### src/rtl/shifter_iter.sv
// Iterative shifter/rotator: shifts up to STEP bits per clock until the requested
// amount is consumed, then presents the result for one DONE cycle.
module shifter_iter #(
  parameter int XLEN = 32,
  parameter int STEP = 4,
  localparam int SW = $clog2(XLEN)
) (
  input  logic            i_clk_n,
  input  logic            i_rst,
  input  logic [XLEN-1:0] i_in_a,
  input  logic [SW-1:0]   i_in_b,
  input  logic [2:0]      i_funct3,
  input  logic            i_op_alt,
  input  logic            i_rot,
  input  logic            i_shift_en,
  input  logic            i_kill,
  output logic [XLEN-1:0] o_result,
  output logic            o_busy,
  output logic            o_valid
);

  typedef enum logic [1:0] {IDLE, SHIFT, DONE} state_t;

  localparam logic [SW:0] STEP_V = STEP[SW:0];

  state_t          state, state_d;
  logic [XLEN-1:0] res, res_d, res_step;
  logic [SW-1:0]   rem, rem_d;
  logic [SW:0]     k;
  logic            dir_left, dir_left_d;
  logic            rot_m, rot_m_d;
  logic            arith_m, arith_m_d;
  logic            sign, sign_d;
  logic            is_shift, start;

  // One serial bit position; a k-bit step is k of these chained.
  function automatic logic [XLEN-1:0] shift1(input logic [XLEN-1:0] v, input logic left,
                                             input logic rot, input logic arith, input logic sgn);
    logic fill;
    if (left) begin
      fill = rot ? v[XLEN-1] : 1'b0;
      return {v[XLEN-2:0], fill};
    end
    fill = rot ? v[0] : (arith & sgn);
    return {fill, v[XLEN-1:1]};
  endfunction

  assign is_shift = (i_funct3 == 3'b001) || (i_funct3 == 3'b101);
  assign start    = i_shift_en && is_shift && !i_kill && (state != SHIFT);

  always_comb begin
    k        = ({1'b0, rem} < STEP_V) ? {1'b0, rem} : STEP_V;
    res_step = res;
    for (int i = 0; i < STEP; i++) begin
      if (i < int'(k)) res_step = shift1(res_step, dir_left, rot_m, arith_m, sign);
    end
  end

  always_comb begin
    state_d    = state;
    res_d      = res;
    rem_d      = rem;
    dir_left_d = dir_left;
    rot_m_d    = rot_m;
    arith_m_d  = arith_m;
    sign_d     = sign;
    if (i_kill) begin
      state_d = IDLE;
      rem_d   = '0;
    end else begin
      case (state)
        SHIFT: begin
          res_d = res_step;
          rem_d = rem - k[SW-1:0];
          if (rem == k[SW-1:0]) state_d = DONE;
        end
        default: begin
          // IDLE and DONE accept a new request identically, so DONE overlaps the next start.
          state_d = IDLE;
          if (start) begin
            res_d = i_in_a;
            if (i_in_b != '0) begin
              rem_d      = i_in_b;
              dir_left_d = !i_funct3[2];
              rot_m_d    = i_rot;
              arith_m_d  = i_funct3[2] & i_op_alt & !i_rot;
              sign_d     = i_in_a[XLEN-1];
              state_d    = SHIFT;
            end else begin
              state_d = DONE;
            end
          end
        end
      endcase
    end
  end

  always_ff @(posedge i_clk_n) begin
    if (i_rst) begin
      state <= IDLE;
      res   <= '0;
      rem   <= '0;
    end else begin
      state <= state_d;
      res   <= res_d;
      rem   <= rem_d;
    end
  end

  always_ff @(posedge i_clk_n) begin
    dir_left <= dir_left_d;
    rot_m    <= rot_m_d;
    arith_m  <= arith_m_d;
    sign     <= sign_d;
  end

  assign o_result = res;
  assign o_busy   = (state == SHIFT);
  assign o_valid  = (state == DONE);

endmodule

### config.mk
export PLATFORM = sky130hd
export DESIGN_NAME = shifter_iter
export DESIGN_NICKNAME = d
export VERILOG_FILES = /design/src/rtl/shifter_iter.sv
export SDC_FILE = /design/constraint.sdc
export NUM_CORES = 1
export LEC_CHECK = 0
export BUFFER_PORTS_ARGS = -buffer_cell sky130_fd_sc_hd__buf_4
export CORE_MARGIN = 2
export CORE_UTILIZATION = 39
export CTS_CLUSTER_DIAMETER = 30
export DETAILED_ROUTE_END_ITERATION = 10
export PLACE_DENSITY_LB_ADDON = 0.05
export SLEW_MARGIN = 30
export SYNTH_ARGS = -nofsm -noshare
export SYNTH_HDL_FRONTEND = slang
export SYNTH_SLANG_ARGS = --single-unit
### constraint.sdc
create_clock -name i_clk_n -period 2.8 [get_ports i_clk_n]
set_input_delay 0.56 -clock i_clk_n [delete_from_list [all_inputs] [get_ports i_clk_n]]
set_output_delay 0.56 -clock i_clk_n [all_outputs]
set_load 0.005 [all_outputs]
### Word-level counts from Yosys, hierarchy flattened

Cells that the tools add are included.

* bits in registers: 43
* input bits: 46
* output and inout bits: 34
* word-level logic and storage cells: 74

* add/sub/neg operators: 1
* order comparisons: 5
* equality and inequality tests: 7
* mux-type cells: 35
* bitwise gates (word level): 5
* reduce and logical (&&, ||, !) cells: 14

Operators with widths (count)
* two-way mux 32 bit: 14
* two-way mux 5 bit: 4
* two-way mux 1 bit: 13
* < comparator 1 x 5 -> 1 bit (first input constant): 2
* < comparator 2 x 5 -> 1 bit (first input constant): 2
* two-way mux 2 bit: 4
* equality test 5 bit: 1
* < comparator 5 x 3 -> 1 bit (second input constant): 1
* nonzero test 5 bit: 1
* subtractor 5 bit: 1
* != test 2 x 1 -> 1 bit (second input constant): 2
* AND reduction 2 bit: 2
* AND reduction 4 bit: 1
* nonzero test 2 bit: 2
* bitwise AND 1 bit: 3
* equality test 3 x 1 -> 1 bit (second input constant): 1
* equality test 3 bit (second input constant): 1
* logical AND 1 bit: 3
* zero test 1 bit: 3
* equality test 2 x 1 -> 1 bit (second input constant): 1
* equality test 2 bit (second input constant): 1
* NOT 1 bit: 2
* OR reduction 2 bit: 1
* logical OR 1 bit: 1

### Logic depth before layout (Yosys ltp)

Gate-level depths: netlist (run 1).

* depth in word-level cells: 19
* depth in mapped cells: 12
* depth with buffers taken out: 9

### Worst setup path after synthesis (run 1)

Ideal clock, no wire load.

* path kind: register -> register
* start: register rem[1]
* end: register rem[2]
* setup time: 142 ps
* arrival time: 2081 ps
* required time: 2658 ps
* setup slack: 577 ps
* cell stages (with the launch flop): 9
* buffers on the path: 3
* period minus slack after synthesis: 2223 ps
* path through: dfxtp_1 > clkbuf_1 > clkbuf_1 > buf_1 > nand2_1 > ha_1 > or4_1 > a21oi_1 > a311oi_1

* word-level cells in the longest chain between the ends: 4

Ends and longest elaborated chain
* from (decl): line 28 `logic [SW-1:0] rem, rem_d;`
* from (signal assigned): line 106 `rem <= rem_d;`
* < comparator 5 x 3 -> 1 bit: line 52 `k = ({1'b0, rem} < STEP_V) ? {1'b0, rem} : STEP_V;`
* two-way mux 5 bit: line 52
* subtractor 5 bit (*): line 74 `rem_d = rem - k[SW-1:0];`
* two-way mux 5 bit (*): line 71 `case (state)`

Mark *: on every way between the ends. The rest lies on a longest branch, timed or not.
A chain may end at the register's enable or synchronous reset.

### Final worst setup path (run 1)

* start: register rem[2]
* end: register res[23], in the netlist o_result[23]

* word-level cells in the longest chain between the ends: 14
* elaborated cells between the ends (all ways): 17
* classes of those cells: order compare (5); mux (12)

Ends and longest elaborated chain
* < comparator 5 x 3 -> 1 bit: line 52
* two-way mux 5 bit (*): line 52
* < comparator 1 x 5 -> 1 bit: line 55 `if (i < int'(k)) res_step = shift1(res_step, dir_left, rot_m, arith_m, sign);`
* two-way mux 32 bit: line 55
* two-way mux 32 bit: line 40 `if (left) begin`
* two-way mux 32 bit: line 44 `fill = rot ? v[0] : (arith & sgn);`
* two-way mux 32 bit: line 55
* two-way mux 32 bit: line 40
* two-way mux 32 bit: line 44
* two-way mux 32 bit: line 55
* two-way mux 32 bit: line 40
* two-way mux 32 bit: line 44
* two-way mux 32 bit (*): line 55
* two-way mux 32 bit (*): line 71
* to (signal assigned): line 105 `res <= res_d;`
* to (decl): line 27 `logic [XLEN-1:0] res, res_d, res_step;`

Mark *: on every way between the ends. The rest lies on a longest branch, timed or not. The select of a mux whose other input is x is not followed.

==> results of run 1 <==
flip-flops by register name, indices dropped and copies added, names as in the netlist:
register  count
arith_m       1
dir_left      1
o_result     32
rem           5
rot_m         1
sign          1
state         2
kinds of logic after synthesis:
group	count (synthesis)	share of synthesized area, %
compound gates	257	37.3
fa+ha+maj	1	0.271
buf+inv	81	7.78
flops	43	19.5
mux	7	1.79
other cells	1	0.0813
simple gates	328	33.2
final timing paths:
kind | startpoint | to | slack, ns
setup / recovery | rem[2] | o_result[23] | 0.38
hold / removal | i_in_a[31] | sign | 0.45
setup reg to reg | rem[2] | o_result[23] | 0.38
hold reg to reg | o_result[0] | o_result[0] | 0.60
worst reg2reg max path, stage by stage (launching register included):
cell,delay (ns)
dfxtp_1,0.38
or3_1,0.52
buf_12,0.24
nor2_1,0.55
o211ai_1,0.17
a221o_1,0.28
and3_1,0.18
layout make-up:
cell class / instances / area [um2]
clock inverter: 3 / 26.3
timing repair buffer: 122 / 953
sequential: 43 / 901
clock buffer: 5 / 125
multi-input combinational: 594 / 3370
inverter: 9 / 33.8
tap: 143 / 179
fill: 1195 / 5880
per-stage QoR:
step           hold WS (ns)  area [um2]
2_1_floorplan         0.518        4610
3_3_place_gp          0.576        5440
3_5_place_dp          0.575        5440
4_1_cts               0.440        5590
5_1_grt               0.436        5590
6_report              0.446        5590
report_power, final:
part           leakage [nW]  total, mW  internal (mW)  switching [mW]
clock network        0.0748      0.660          0.341           0.319
logic                  1.64      0.395          0.170           0.226
registers             0.353      0.680          0.638          0.0420
total                  2.07       1.74           1.15           0.587
routing by layer:
metal	global-route usage [%]	wire length (um)	up-vias
met1	46.0	8910	2881
met2	50.5	9500	445
met3	8.14	2440	72
li1	-	-	2798
met4	11.3	609	0
met5	0	0	-
placed cells by master, fill, tap and decap left out, types with 6 or more instances in the layout:
cell type,Yosys,routed
buf_4,1,119
o221ai_1,6,6
dfxtp_1,39,39
o211ai_1,22,22
nand2b_1,14,14
and3_1,6,6
or2_2,6,6
nor2_1,67,66
nor3_1,29,29
o31ai_1,6,6
a211oi_1,7,7
mux2i_1,6,6
nand4_1,6,6
inv_1,9,9
a31oi_1,34,34
a221oi_1,9,9
nand2_1,125,125
nor2b_1,6,6
a311oi_1,10,10
nand3_1,39,39
o21ai_0,42,42
a21oi_1,61,61
==> out/results.ini, run 1 <==
[global_route]
grt_pass1_vias = 5926
grt_first_pass_wirelength_um = 33300
overflow = 0
grt_max_degree = 107
antenna_found_initial = 0
grt.total_usage_pct = 33.2

[sta]
hold_violations = 0
fin_crit_ns = 2.42
maxSlewHeadroom_pct = 53.7
fmax_ghz = 0.413
timing.final.crit_share_pct = 86.4
setup_viol = 0
setup_tns_ns = 0
slew_viol_final = 0
tightest_slew_ns = 0.694
fin_worst_skew_ns = 0.00808
rsz0062_at_grt = no
setup_slack_ns = 0.382

[setup_path]
crit_type = register to register
critPathMaxStageDelay_ns = 0.54
crit_chain = or3_1, buf_12, nor2_1, o211ai_1, a221o_1, and3_1
slowest_stage = nor2_1
critPathRequiredTime_ns = 3.01
cp.depth = 6
critPathLaunchType = register
critical_path_arrival_ns = 2.63
endpoint_kind = register
crit_family = simple AND/OR/NAND/NOR gates
cp_max_fo = 35
critical_path_buf_inv_count = 1
reg2regPathDepth = 6

[logic_synthesis]
yosysWarnings = 0
ys_top_cells_by_count = nand2_1 (125), nor2_1 (67), a21oi_1 (61)
synth_ff_type = dfxtp_1
netlist_instances = 718
avgSynthCellArea_um2 = 6.43
synth_most_common_cell = nand2_1
syn-cell-area_um2 = 4610
synth_top_cell_by_area = dfxtp_1
ys_ff_latch = 43
ys_types = 69
synth_seq_area_share_pct = 19.5
synth_edf_count = 4
synth_top_area_share_pct = 16.9
synth.area.top_cells = dfxtp_1 (17%), nand2_1 (10%), a21oi_1 (6.6%)
async_flop_share_pct = 0
synth_nets = 765

[clocking]
cts_htree_levels = 2
post-cts-setup-buffer-count = 0
tritoncts = built
cts-root-buf = clkbuf_16
numCtsBuffers = 5
clockBufferDepth = 2
cts.sinks = 43
ctsResizeCount = 0
path_clk_slew_ns = 0.08
clock_latency_ns = 0.31
hold_buffers = 0

[cells_and_area]
syn_to_final_growth_pct = 21.2
final_nets = 822
layout-drive-gt1-share_pct = 19.3
insertedDiodeCount = 0
fin_util_pct = 48.7
stdcell_count = 919

[floorplanning]
num_io_pins = 80
die_w_um = 113
dieHeight_um = 113
die_area_um2 = 12700
row_count = 39
core-area_um2 = 11500
start_util_pct = 40.2

[run_status]
status = finished, final reports clean

[route]
via_count = 6196
vias_per_cell = 6.74
wl_um = 21500
initialDrtViolationCount = 872
routedWlPerCell_um = 23.4
antenna_left = 0
drc = 0
drt_first_pass_iters = 7

[placement]
pre_cts_ws_ns = 0.335
post-place-cells = 911
place_hpwl_um = 14800
gp_congestion = 0.943
port_buffers = 79

[power_and_ir_drop]
p_leak_nw = 2.07
vdd_drop_max_mv = 0.213
finalPower_mw = 1.74
power_density_nw_per_um2 = 310

[worst_hold_path]
holdPathStages = 1
min_path_type = input port to register

[job]
maxCapViolCount = 0

Note: power is estimated with default switching activity, not from simulation.
==> run 2, diff against run 1 <==
CORE_UTILIZATION = 40   (was 39)
==> out/results.ini, run 2 (same netlist as run 1, synthesis figures left out) <==
[clocking]
cts-root-buf = clkbuf_16
tritoncts = built
path_clk_slew_ns = 0.07  ; about the same
cts_htree_levels = 2  ; unchanged
numCtsBuffers = 5  ; unchanged
cts.sinks = 43  ; unchanged
hold_buffers = 0  ; unchanged
ctsResizeCount = 0  ; unchanged
post-cts-setup-buffer-count = 0  ; unchanged
clockBufferDepth = 2  ; unchanged
clock_latency_ns = 0.31  ; about the same

[cells_and_area]
stdcell_count = 927  ; +0.87%
final_nets = 830  ; +0.97%
insertedDiodeCount = 0  ; unchanged
postLayoutCellArea_um2 = 5610  ; +0.45%
fillerInstances = 1189  ; -0.50%
layout-drive-gt1-share_pct = 20.0  ; +0.70 points
fin_util_pct = 49.6  ; +0.85 points
syn_to_final_growth_pct = 21.7
largest_reg_flops = 32  ; unchanged
layout_common_cells = buf_4 (129), nand2_1 (125), nor2_1 (66)
final_common_cell = buf_4

[setup_path]
startpoint = rem[2]
crit_path_end = o_result[23]
critPathLaunchType = register
endpoint_kind = register
rrSetupSlack_ns = 0.34  ; -0.04 ns
r2r_end = o_result[23]
reg2regPathDepth = 6  ; unchanged
crit_type = register to register
r2r_start = rem[2]
critical_path_arrival_ns = 2.67  ; +0.04 ns
critPathRequiredTime_ns = 3.00  ; about the same
cp_max_fo = 19  ; -46%

[route]
vias_per_cell = 6.74  ; about the same
wl_met3_um = 2110  ; -13%
wl_met1_um = 8950  ; +0.52%
drt_first_pass_iters = 6  ; -1
antenna_left = 0  ; unchanged
via_count = 6252  ; +0.90%
drc = 0  ; unchanged
wl_met2_um = 9610  ; +1.1%
top_layer = met4
wl_um = 21300  ; -0.76%
routedWlPerCell_um = 23.0  ; -1.6%
initialDrtViolationCount = 750  ; -14%

[floorplanning]
die_area_um2 = 12400  ; -2.4%
core-area_um2 = 11300  ; -1.3%
row_count = 39  ; unchanged
start_util_pct = 40.7  ; +0.52 points
num_io_pins = 80  ; unchanged
die_w_um = 111  ; -1.2%
dieHeight_um = 111  ; -1.2%

[worst_hold_path]
worstHoldStart = i_rot
min_path_type = input port to register

[global_route]
overflow = 0  ; unchanged
antenna_found_initial = 0  ; unchanged
grt_pass1_vias = 5907  ; -0.32%
grt_max_degree = 107  ; unchanged
grt.total_usage_pct = 33.8  ; +0.58 points
grt_first_pass_wirelength_um = 33500  ; +0.66%

[placement]
place_area_um2 = 5470  ; +0.64%
gp_congestion = 0.935  ; -0.82%
port_buffers = 79  ; unchanged
place_hpwl_um = 14900  ; +0.46%
pre_cts_ws_ns = 0.412  ; +0.0767 ns
post-place-cells = 919  ; +0.88%

[job]
maxCapViolCount = 0  ; unchanged

[sta]
slew_viol_final = 0  ; unchanged
fin_worst_skew_ns = 0.00507  ; -0.00302 ns
setup_viol = 0  ; unchanged
timing.final.crit_share_pct = 88.0  ; +1.6 points
hold_violations = 0  ; unchanged
setup_tns_ns = 0  ; unchanged
setup_slack_ns = 0.337  ; -0.0448 ns
fmax_ghz = 0.406  ; -1.8%
tightest_slew_ns = 0.637  ; -0.0569 ns
maxSlewHeadroom_pct = 57.4  ; +3.7 points
rsz0062_at_grt = no
fin_crit_ns = 2.46  ; +0.0448 ns

[power_and_ir_drop]
power_density_nw_per_um2 = 305  ; -1.9%
p_leak_nw = 2.10  ; +1.3%
vdd_drop_max_mv = 0.211  ; -1.3%

[run_status]
status = finished, final reports clean

==> run 2: final cells by class <==
cell class | instances | area (um2) | area share [%]
inverters | 9 | 33.8 | 0.602
repair buffers | 130 | 988 | 17.6
multi-input cells | 594 | 3370 | 60.0
well taps | 143 | 179 | 3.19
clock inverters | 2 | 12.5 | 0.223
flip-flops and latches | 43 | 901 | 16.0
clock buffers | 6 | 129 | 2.30
==> run 2: layer usage <==
| layer | vias to the layer above | GRT usage (%) |
|---|---|---|
| met2 | 424 | 52.6 |
| met1 | 2948 | 46.6 |
| li1 | 2821 | - |
| met4 | 0 | 12.6 |
| met5 | - | 0 |
| met3 | 59 | 6.48 |
==> run 2: power breakdown <==
group / switching, mW / total [mW] / internal (mW)
clock network: 0.303 / 0.635 / 0.331
registers: 0.0415 / 0.679 / 0.638
logic: 0.224 / 0.396 / 0.172
==> run 2: worst min path at each step <==
| stage | end | slack (ns) | cells past startpoint |
|---|---|---|---|
| 3_3_place_gp | o_result[0] | 0.55 | 2 |
| 6_report | rot_m | 0.44 | 1 |
| 5_1_grt | rot_m | 0.43 | 1 |
| 3_5_place_dp | rem[1] | 0.55 | 2 |
| 2_1_floorplan | o_result[26] | 0.52 | 2 |
| 4_1_cts | rot_m | 0.43 | 1 |
==> run 2: critical path: stages, from the launching register on <==
cell and delay [ns]:
dfxtp_1 0.37, or3_1 0.56, buf_4 0.29, nor2_1 0.50, o211ai_1 0.17, a221o_1 0.29
and3_1 0.17
==> run 2: stage by stage <==
step	total power, mW	hold WS (ns)
detailed placement	1.08	0.545
CTS	1.71	0.434
finish	1.71	0.438
floorplan	0.901	0.518
global route	1.77	0.433
global placement	1.08	0.548
